File: src/rtl/aes_block_loader.sv
// aes_block_loader: packs a 32-bit word stream into the 128-bit key/plaintext buses of a combinational AES-128 core.
// Latency: the core output is captured and m_valid rises SETTLE_CYCLES edges after the last data word is accepted.
// Backpressure: s_ready is low from the last data word until the result handshake; m_valid holds until m_ready.
// Optional build macro AES_LOADER_ERR_EN adds a sticky 'err' output for protocol misuse.
module aes_block_loader #(
  // Cycles the core inputs stay stable before capture; legal range 1..15.
  parameter int SETTLE_CYCLES = 2
) (
  input  logic         clk,
  input  logic         rst,
  input  logic         s_valid,
  output logic         s_ready,
  input  logic [31:0]  s_data,
  input  logic         s_key,
  output logic [127:0] aes_in,
  output logic [127:0] aes_key,
  input  logic [127:0] aes_out,
  output logic         m_valid,
  input  logic         m_ready,
  output logic [127:0] m_data,
  output logic         busy
`ifdef AES_LOADER_ERR_EN
  ,
  output logic         err
`endif
);

  typedef enum logic [2:0] {
    ST_IDLE   = 3'd0,
    ST_KEY    = 3'd1,
    ST_DATA   = 3'd2,
    ST_SETTLE = 3'd3,
    ST_HOLD   = 3'd4
  } state_t;

  localparam logic [3:0] SETTLE_INIT = 4'(SETTLE_CYCLES - 1);

  state_t       r_state;
  logic [1:0]   r_cnt;
  logic [3:0]   r_settle;
  logic         r_live;
  logic [127:0] r_key;
  logic [127:0] r_data;
  logic         r_m_valid;
  logic [127:0] r_m_data;

  state_t       w_state_nxt;
  logic [1:0]   w_cnt_nxt;
  logic [3:0]   w_settle_nxt;
  logic         w_key_ld;
  logic         w_data_ld;
  logic         w_capture;
  logic         w_release;
  logic         w_s_ready;
  logic         w_accept;

  // r_live keeps s_ready low while reset is asserted; otherwise ready depends only on state.
  assign w_s_ready = r_live &&
                     ((r_state == ST_IDLE) || (r_state == ST_KEY) || (r_state == ST_DATA));
  assign w_accept  = s_valid && w_s_ready;

  assign s_ready = w_s_ready;
  assign aes_in  = r_data;
  assign aes_key = r_key;
  assign m_valid = r_m_valid;
  assign m_data  = r_m_data;
  assign busy    = (r_state != ST_IDLE);

  // State, word counter and settle counter registers.
  always_ff @(posedge clk or posedge rst) begin
    if (rst) begin
      r_state  <= ST_IDLE;
      r_cnt    <= 2'd0;
      r_settle <= 4'd0;
      r_live   <= 1'b0;
    end else begin
      r_state  <= w_state_nxt;
      r_cnt    <= w_cnt_nxt;
      r_settle <= w_settle_nxt;
      r_live   <= 1'b1;
    end
  end

  // Next-state logic and datapath strobes; s_key only steers the first word of a frame.
  always_comb begin
    w_state_nxt  = r_state;
    w_cnt_nxt    = r_cnt;
    w_settle_nxt = r_settle;
    w_key_ld     = 1'b0;
    w_data_ld    = 1'b0;
    w_capture    = 1'b0;
    w_release    = 1'b0;
    case (r_state)
      ST_IDLE: begin
        if (w_accept) begin
          w_cnt_nxt = 2'd1;
          if (s_key) begin
            w_key_ld    = 1'b1;
            w_state_nxt = ST_KEY;
          end else begin
            w_data_ld   = 1'b1;
            w_state_nxt = ST_DATA;
          end
        end
      end
      ST_KEY: begin
        if (w_accept) begin
          w_key_ld  = 1'b1;
          w_cnt_nxt = r_cnt + 2'd1;      // wraps to 0 after the 4th key word
          if (r_cnt == 2'd3) begin
            w_state_nxt = ST_DATA;
          end
        end
      end
      ST_DATA: begin
        if (w_accept) begin
          w_data_ld = 1'b1;
          w_cnt_nxt = r_cnt + 2'd1;
          if (r_cnt == 2'd3) begin
            w_state_nxt  = ST_SETTLE;
            w_settle_nxt = SETTLE_INIT;
          end
        end
      end
      ST_SETTLE: begin
        if (r_settle == 4'd0) begin
          w_capture   = 1'b1;
          w_state_nxt = ST_HOLD;
        end else begin
          w_settle_nxt = r_settle - 4'd1;
        end
      end
      ST_HOLD: begin
        if (m_ready) begin
          w_release   = 1'b1;
          w_state_nxt = ST_IDLE;
        end
      end
      default: begin
        w_state_nxt = ST_IDLE;
        w_cnt_nxt   = 2'd0;
      end
    endcase
  end

  // Assembly shift registers double as the core input buses; the key persists across frames.
  always_ff @(posedge clk or posedge rst) begin
    if (rst) begin
      r_key  <= 128'd0;
      r_data <= 128'd0;
    end else begin
      if (w_key_ld) begin
        r_key <= {r_key[95:0], s_data};
      end
      if (w_data_ld) begin
        r_data <= {r_data[95:0], s_data};
      end
    end
  end

  // Result register: captures the core output once settled; m_data holds after the handshake.
  always_ff @(posedge clk or posedge rst) begin
    if (rst) begin
      r_m_valid <= 1'b0;
      r_m_data  <= 128'd0;
    end else begin
      if (w_capture) begin
        r_m_valid <= 1'b1;
        r_m_data  <= aes_out;
      end else if (w_release) begin
        r_m_valid <= 1'b0;
      end
    end
  end

`ifdef AES_LOADER_ERR_EN
  logic r_err;
  logic r_key_ok;
  logic r_key_frame;

  assign err = r_err;

  // Sticky misuse flag: s_key on a non-first word, or a data frame before any complete key frame.
  always_ff @(posedge clk or posedge rst) begin
    if (rst) begin
      r_err       <= 1'b0;
      r_key_ok    <= 1'b0;
      r_key_frame <= 1'b0;
    end else begin
      if (w_accept && s_key && (r_state != ST_IDLE)) begin
        r_err <= 1'b1;
      end
      if (w_accept && !s_key && (r_state == ST_IDLE) && !r_key_ok) begin
        r_err <= 1'b1;
      end
      if (w_accept && s_key && (r_state == ST_IDLE)) begin
        r_key_frame <= 1'b1;
      end
      if (w_data_ld && (w_state_nxt == ST_SETTLE)) begin
        r_key_frame <= 1'b0;
        if (r_key_frame) begin
          r_key_ok <= 1'b1;
        end
      end
    end
  end
`endif

endmodule

File: config.mk
export PLATFORM = sky130hd
export DESIGN_NAME = aes_block_loader
export DESIGN_NICKNAME = d
export VERILOG_FILES = /design/src/rtl/aes_block_loader.sv
export SDC_FILE = /design/constraint.sdc
export NUM_CORES = 1
export LEC_CHECK = 0
export ABC_AREA = 1
export CORE_AREA = 5 5 210 212
export DETAILED_ROUTE_END_ITERATION = 16
export DIE_AREA = 0 0 215 217
export PLACE_DENSITY_LB_ADDON = 0.2
export SYNTH_ARGS = -nofsm -noshare
export SYNTH_HDL_FRONTEND = slang
export SYNTH_SLANG_ARGS = --single-unit
File: constraint.sdc
create_clock -name clk -period 16 [get_ports clk]
set_input_delay 3.2 -clock clk [delete_from_list [all_inputs] [get_ports clk]]
set_output_delay 3.2 -clock clk [all_outputs]
set_load 0.005 [all_outputs]
==> flow_summary.yaml, run 1 <==
run_status:
  outcome: "finished clean"
clocking:
  post_cts_buffers: 0
  cts_tree: "built"
  clockBufferDepth: 3
  cts_hold_buf: 0
  post_cts_resized: 0
  cts_buffers: 44
  cts.sinks: 395
  h-tree-depth: 2
  cts_root_buf: "clkbuf_16"
  clk_latency_ps: 560
  clk_pin_slew_ps: 50
global_routing:
  grt-ovfl-total: 0
  grt_antenna_before_repair: 11
  grt_pass1_vias: 12874
  grt_pass1_wl_mm: 79.67
  grt_max_degree: 257
  grt_usage_pct: 21.74
sta:
  tightest_slew_ps: 1252
  grt_setup_unrepaired: "false"
  slew_violations: 0
  clock.fmax_mhz: 180.7
  relSlewSlack_pct: 16.33
  totalNegativeSetupSlack_ps: 0
  setup_viol: 0
  hold_viol: 0
  fin_skew_ps: 19.63
  holdWs_ps: 466.1
  fin_crit_ps: 5533
  post-route-period-util_pct: 34.58
routing:
  dr_total_vias: 12991
  drt-initial-drc-count: 949
  drc: 0
  first_pass_iters: 5
  routed_wl_mm: 52.41
  via_per_inst: 4.618
  postRouteAntennaNets: 0
  route.detailed.wl_per_inst_um: 18.63
worst_setup_path:
  arrival_ps: 6070
  reg2reg_slack_ps: 12740
  cp-start-kind: "input pin"
  cp_common_cell: "buf_4"
  r2r-end: "m_data[91]$_DFFE_PP0P_"
  cp.required_ps: 16540
  path_class: "in2async"
  rr_worst_depth: 8
  end_kind: "asynchronous set/reset pin"
  critPathMaxStageDelay_ps: 910
  path_cells: "clkdlybuf4s50_1, inv_8, buf_4, buf_4"
  worst_path_max_delay_cell: "buf_4"
  worst-path-max-fanout: 100
  rr_startpoint: "r_state[0]$_DFFE_PP0P_"
logic_synthesis:
  synth_simple_gate_area_share_pct: 20.20
  synth_area_leader_cell: "dfrtp_1"
  syn_area_per_cell_um2: 8.984
  synth-xor-area-share_pct: 0.05632
  syn_area_um2: 15550
  seq_area_frac_synth_pct: 63.56
  synth-main-ff-cell: "dfrtp_1"
  synth_top_cells_by_area: "dfrtp_1, nand2_1, o21ai_0, inv_1, o21ai_1"
  synth_mux_area_share_pct: 0
  syn_inst: 1731
  synth_cell_type_count: 25
  synth_compound_area_share_pct: 8.649
  ys_ff_latch: 395
  synth_top_family_by_area: "simple AND/OR/NAND/NOR gates"
  yosys.area_share.adder_pct: 0.1609
  synth_edf_count: 0
  synth_top_area_share_pct: 63.56
  synth_common_cells: "nand2_1, dfrtp_1, o21ai_0"
  yosys_warnings: 0
  ys_async_sr_fraction_pct: 100.0
  synth.most_common_cell: "nand2_1"
  syn-num-nets: 1898
power_and_ir_drop:
  p_sw_share_pct: 33.35
  power.leakage_uw: 0.01075
  p_seq_share_pct: 39.1
  ir_drop_v: 0.0001114
  p_sw_uw: 1516
  clkPwrFrac_pct: 21.8
  p_comb_share_pct: 39.1
  powerDensity_nw_per_um2: 200.4
  p_int_uw: 3030
finish:
  syn_to_final_growth_pct: 45.87
  drive_gt1_share_pct: 3.785
  layout.nets: 2407
floorplan:
  core.rowCount: 75
  die_y_um: 217
  core_region_area_um2: 41760
  initial_core_util_pct: 37.24
  dieArea_um2: 46660
  die_x_um: 215
  io_pins: 552
worst_hold_path:
  holdPathEnd: "m_data[43]$_DFFE_PP0P_"
  hold_depth: 2
  hold_class: "reg2reg"
  hold_start: "m_data[43]$_DFFE_PP0P_"
placement:
  port_buffers: 551
  dp_hpwl_mm: 37.59
  place.gp.congestion: 0.8674
flow_run:
  cap_violations: 0
==> metal layers <==
layer	track usage [%]	up-vias	part of all wire, %
met5	0	-	0.24
met4	7.211	18	3.0
met3	9.116	94	9.6
met2	37.40	415	50
met1	24.63	6114	38
li1	-	6350	-
==> kinds of logic (layout without fill, tap and decap cells) <==
| kind of cell | after synthesis | after routing |
|---|---|---|
| and+or+nand+nor | 825 | 825 |
| DFF | 395 | 395 |
| AOI/OAI and AO/OA | 266 | 266 |
| buffers and inverters | 241 | 782 |
| adders and majority gates | 2 | 2 |
| other | 1 | 3 |
| xor gates and xnor gates | 1 | 1 |
==> stage by stage <==
step                total power (uW)  setup WS, ps  utilization (%)  std cells  area [um2]
finish                          4546         10470            54.32       2813       22680
global route                    4861          9945            54.32       2813       22680
CTS                             4618         10330            54.31       2811       22680
detailed placement              3601          9698            50.93       2733       21270
global placement                3565          9740            50.93       2733       21270
floorplan                       2369          1817                -       1731       15550
==> power groups by stage <==
| stage | clock [uW] | sequential (uW) | combinational [uW] |
|---|---|---|---|
| final | 992 | 1780 | 1780 |
| after global routing | 1060 | 1840 | 1960 |
| after CTS | 1020 | 1790 | 1810 |
| after detailed placement | 0 | 1800 | 1810 |
| after global placement | 0 | 1780 | 1780 |
| after floorplan | 0 | 1760 | 605 |
==> cell usage in the layout, fill, tap and decap left out, drive strengths merged <==
master,synthesis,routed
dfrtp,395,395
o21ai,262,262
conb,1,1
or2,2,2
buf,72,11
clkbuf,27,70
and2,1,1
xnor2,1,1
ha,2,2
clkinvlp,0,1
a21oi,3,3
nand3,12,12
clkdlybuf4s50,0,551
bufinv,0,2
nand4,1,1
diode,0,2
clkinv,0,5
a21boi,1,1
nand2,801,801
inv,142,142
nor2,8,8
==> worst max path at each step <==
stage | endpoint | cells past startpoint | from | slack, ps
2_1_floorplan | aes_in[0]$_DFFE_PP0P_ | 1 | rst | 1820
3_3_place_gp | m_data[81]$_DFFE_PP0P_ | 4 | rst | 9740
3_5_place_dp | m_data[96]$_DFFE_PP0P_ | 4 | rst | 9700
4_1_cts | m_data[95]$_DFFE_PP0P_ | 4 | rst | 10330
5_1_grt | m_data[97]$_DFFE_PP0P_ | 4 | rst | 9950
6_report | m_data[88]$_DFFE_PP0P_ | 4 | rst | 10470
==> registers in the layout (all words and copies together) (netlist names) <==
name      cells
m_data      128
r_settle      4
aes_in      128
r_cnt         2
aes_key     128
r_live        1
m_valid       1
r_state       3
==> area by class of cell <==
class / instances / area [um2]
Sequential cell: 395 / 9884
Clock buffer: 70 / 1320
Fill cell: 3800 / 19070
Antenna cell: 2 / 5.005
Multi-Input combinational cell: 1095 / 4554
Inverter: 142 / 543.0
Timing Repair Buffer: 562 / 5610
Tap cell: 539 / 674.4
Clock inverter: 8 / 92.59
==> worst max-delay path: cells and delay by family <==
kind                   cells  cell delay (ps)
buffers and inverters      4             2730
Note: power is estimated with default switching activity, not from simulation.
==> run 2, diff against run 1 <==
==> constraint.sdc (replaced) <==
create_clock -name clk -period 5.3 [get_ports clk]
set_input_delay 1.06 -clock clk [delete_from_list [all_inputs] [get_ports clk]]
set_output_delay 1.06 -clock clk [all_outputs]
set_load 0.005 [all_outputs]
==> flow_summary.yaml, run 2 (same netlist as run 1, synthesis figures left out) <==
finish:
  regArea_um2: 9884
  mostFrequentLayoutCells: "nand2_1, clkdlybuf4s50_1, dfrtp_1, o21ai_0, inv_1"
  drive_gt1_share_pct: 3.743
  fillers: 3846
  layout.nets: 2407
  final_common_cell: "nand2_1"
  fin_util_pct: 54.32
  multi_input_area_um2: 4554
  syn_to_final_growth_pct: 45.85
global_routing:
  grt_pass1_vias: 13129
  grt_antenna_before_repair: 7
  grt_max_degree: 257
  grt_usage_pct: 21.89
  grt-ovfl-total: 0
  grt_pass1_wl_mm: 80.51
sta:
  fin_skew_ps: 11.84
  tightest_slew_ps: 1247
  clock.fmax_mhz: 316.0
  slew_violations: 0
  fin_ws_ps: 2135
  hold_viol: 0
  relSlewSlack_pct: 16.87
  fin_crit_ps: 3165
  setup_viol: 0
  post-route-period-util_pct: 59.72
  grt_setup_unrepaired: "false"
  totalNegativeSetupSlack_ps: 0
floorplan:
  die_y_um: 217
  dieArea_um2: 46660
  initial_core_util_pct: 37.24
  io_pins: 552
  core.rowCount: 75
  core_region_area_um2: 41760
  die_x_um: 215
clocking:
  cts.sinks: 395
  cts_buffers: 44
  clk_pin_slew_ps: 60
  clockBufferDepth: 3
  cts_root_buf: "clkbuf_16"
  post_cts_buffers: 0
  cts_tree: "built"
  post_cts_resized: 0
  cts_hold_buf: 0
  clk_latency_ps: 550
  h-tree-depth: 2
placement:
  port_buffers: 551
  dp_hpwl_mm: 37.51
  dpl_worst_slack_ps: 2108
  place.gp.congestion: 0.8493
worst_setup_path:
  path_cells: "a21oi_2, and2_1, clkdlybuf4s50_1"
  worst-path-max-fanout: 8
  end_kind: "primary output"
  cp-start-kind: "flop"
  worst_path_max_delay_cell: "clkdlybuf4s50_1"
  critPathMaxStageDelay_ps: 550
  cp.required_ps: 4240
  path_class: "reg2out"
  arrival_ps: 2110
routing:
  dr_total_vias: 13057
  drc: 0
  routed_wl_mm: 52.35
  postRouteAntennaNets: 0
  first_pass_iters: 5
  route.detailed.wl_per_inst_um: 18.62
  drt-initial-drc-count: 989
  via_per_inst: 4.643
run_status:
  outcome: "finished clean"
worst_hold_path:
  hold_class: "reg2reg"
power_and_ir_drop:
  ir_drop_v: 0.0003137
  p_total_uw: 13660
  powerDensity_nw_per_um2: 602.3
  power.leakage_uw: 0.01074
flow_run:
  cap_violations: 0
==> run 2: cell types whose count changed in the layout (fill, tap and decap cells not counted), sizes merged <==
cell / delta
clkbuf: -1
inv: -1
bufinv: -1
clkinvlp: +2
==> run 2: worst max-delay path: cells and delay by family, from the launching register on <==
family | cells | cell delay (ps)
buffers and inverters | 1 | 550
DFF | 1 | 490
AOI/OAI and AO/OA | 1 | 350
and+or+nand+nor | 1 | 170
==> run 2: layout make-up <==
cell class	instances	area share (%)
Clock inverter	8	0.3089
Clock buffer	69	5.759
Antenna cell	2	0.02207
Tap cell	539	2.973
Sequential cell	395	43.58
Inverter	142	2.378
Timing Repair Buffer	562	24.90
Multi-Input combinational cell	1095	20.08
==> run 2: final timing paths <==
check	start	depth (start not counted)	end	slack, ps
setup / recovery	r_state[0]$_DFFE_PP0P_	3	s_ready	2130
hold / removal	m_data[114]$_DFFE_PP0P_	2	m_data[114]$_DFFE_PP0P_	470
setup reg to reg	r_state[0]$_DFFE_PP0P_	7	m_data[68]$_DFFE_PP0P_	2690
hold reg to reg	m_data[114]$_DFFE_PP0P_	2	m_data[114]$_DFFE_PP0P_	470
max in group asynchronous	rst	3	aes_in[3]$_DFFE_PP0P_	3050
min in group asynchronous	rst	2	aes_in[119]$_DFFE_PP0P_	1030
==> run 2: stage by stage <==
stage	cells	area (um2)	hold slack [ps]
3_3_place_gp	2733	21300	452.3
6_report	2812	22680	469.2
2_1_floorplan	1731	15550	441.9
3_5_place_dp	2733	21300	458.0
4_1_cts	2810	22680	471.4
5_1_grt	2810	22680	483.5
==> run 2: where the power goes <==
part           switching, uW  internal (uW)
Combinational           2400           2970
Sequential               987           4380
Clock                   1190           1730
Total                   4570           9090
==> run 2: layer usage <==
| layer | global-route usage [%] | wire length (um) | vias up |
|---|---|---|---|
| li1 | - | - | 6340 |
| met1 | 25.10 | 19800 | 6215 |
| met2 | 38.72 | 26480 | 414 |
| met3 | 8.199 | 4767 | 78 |
| met4 | 5.953 | 1254 | 10 |
| met5 | 0 | 58 | - |
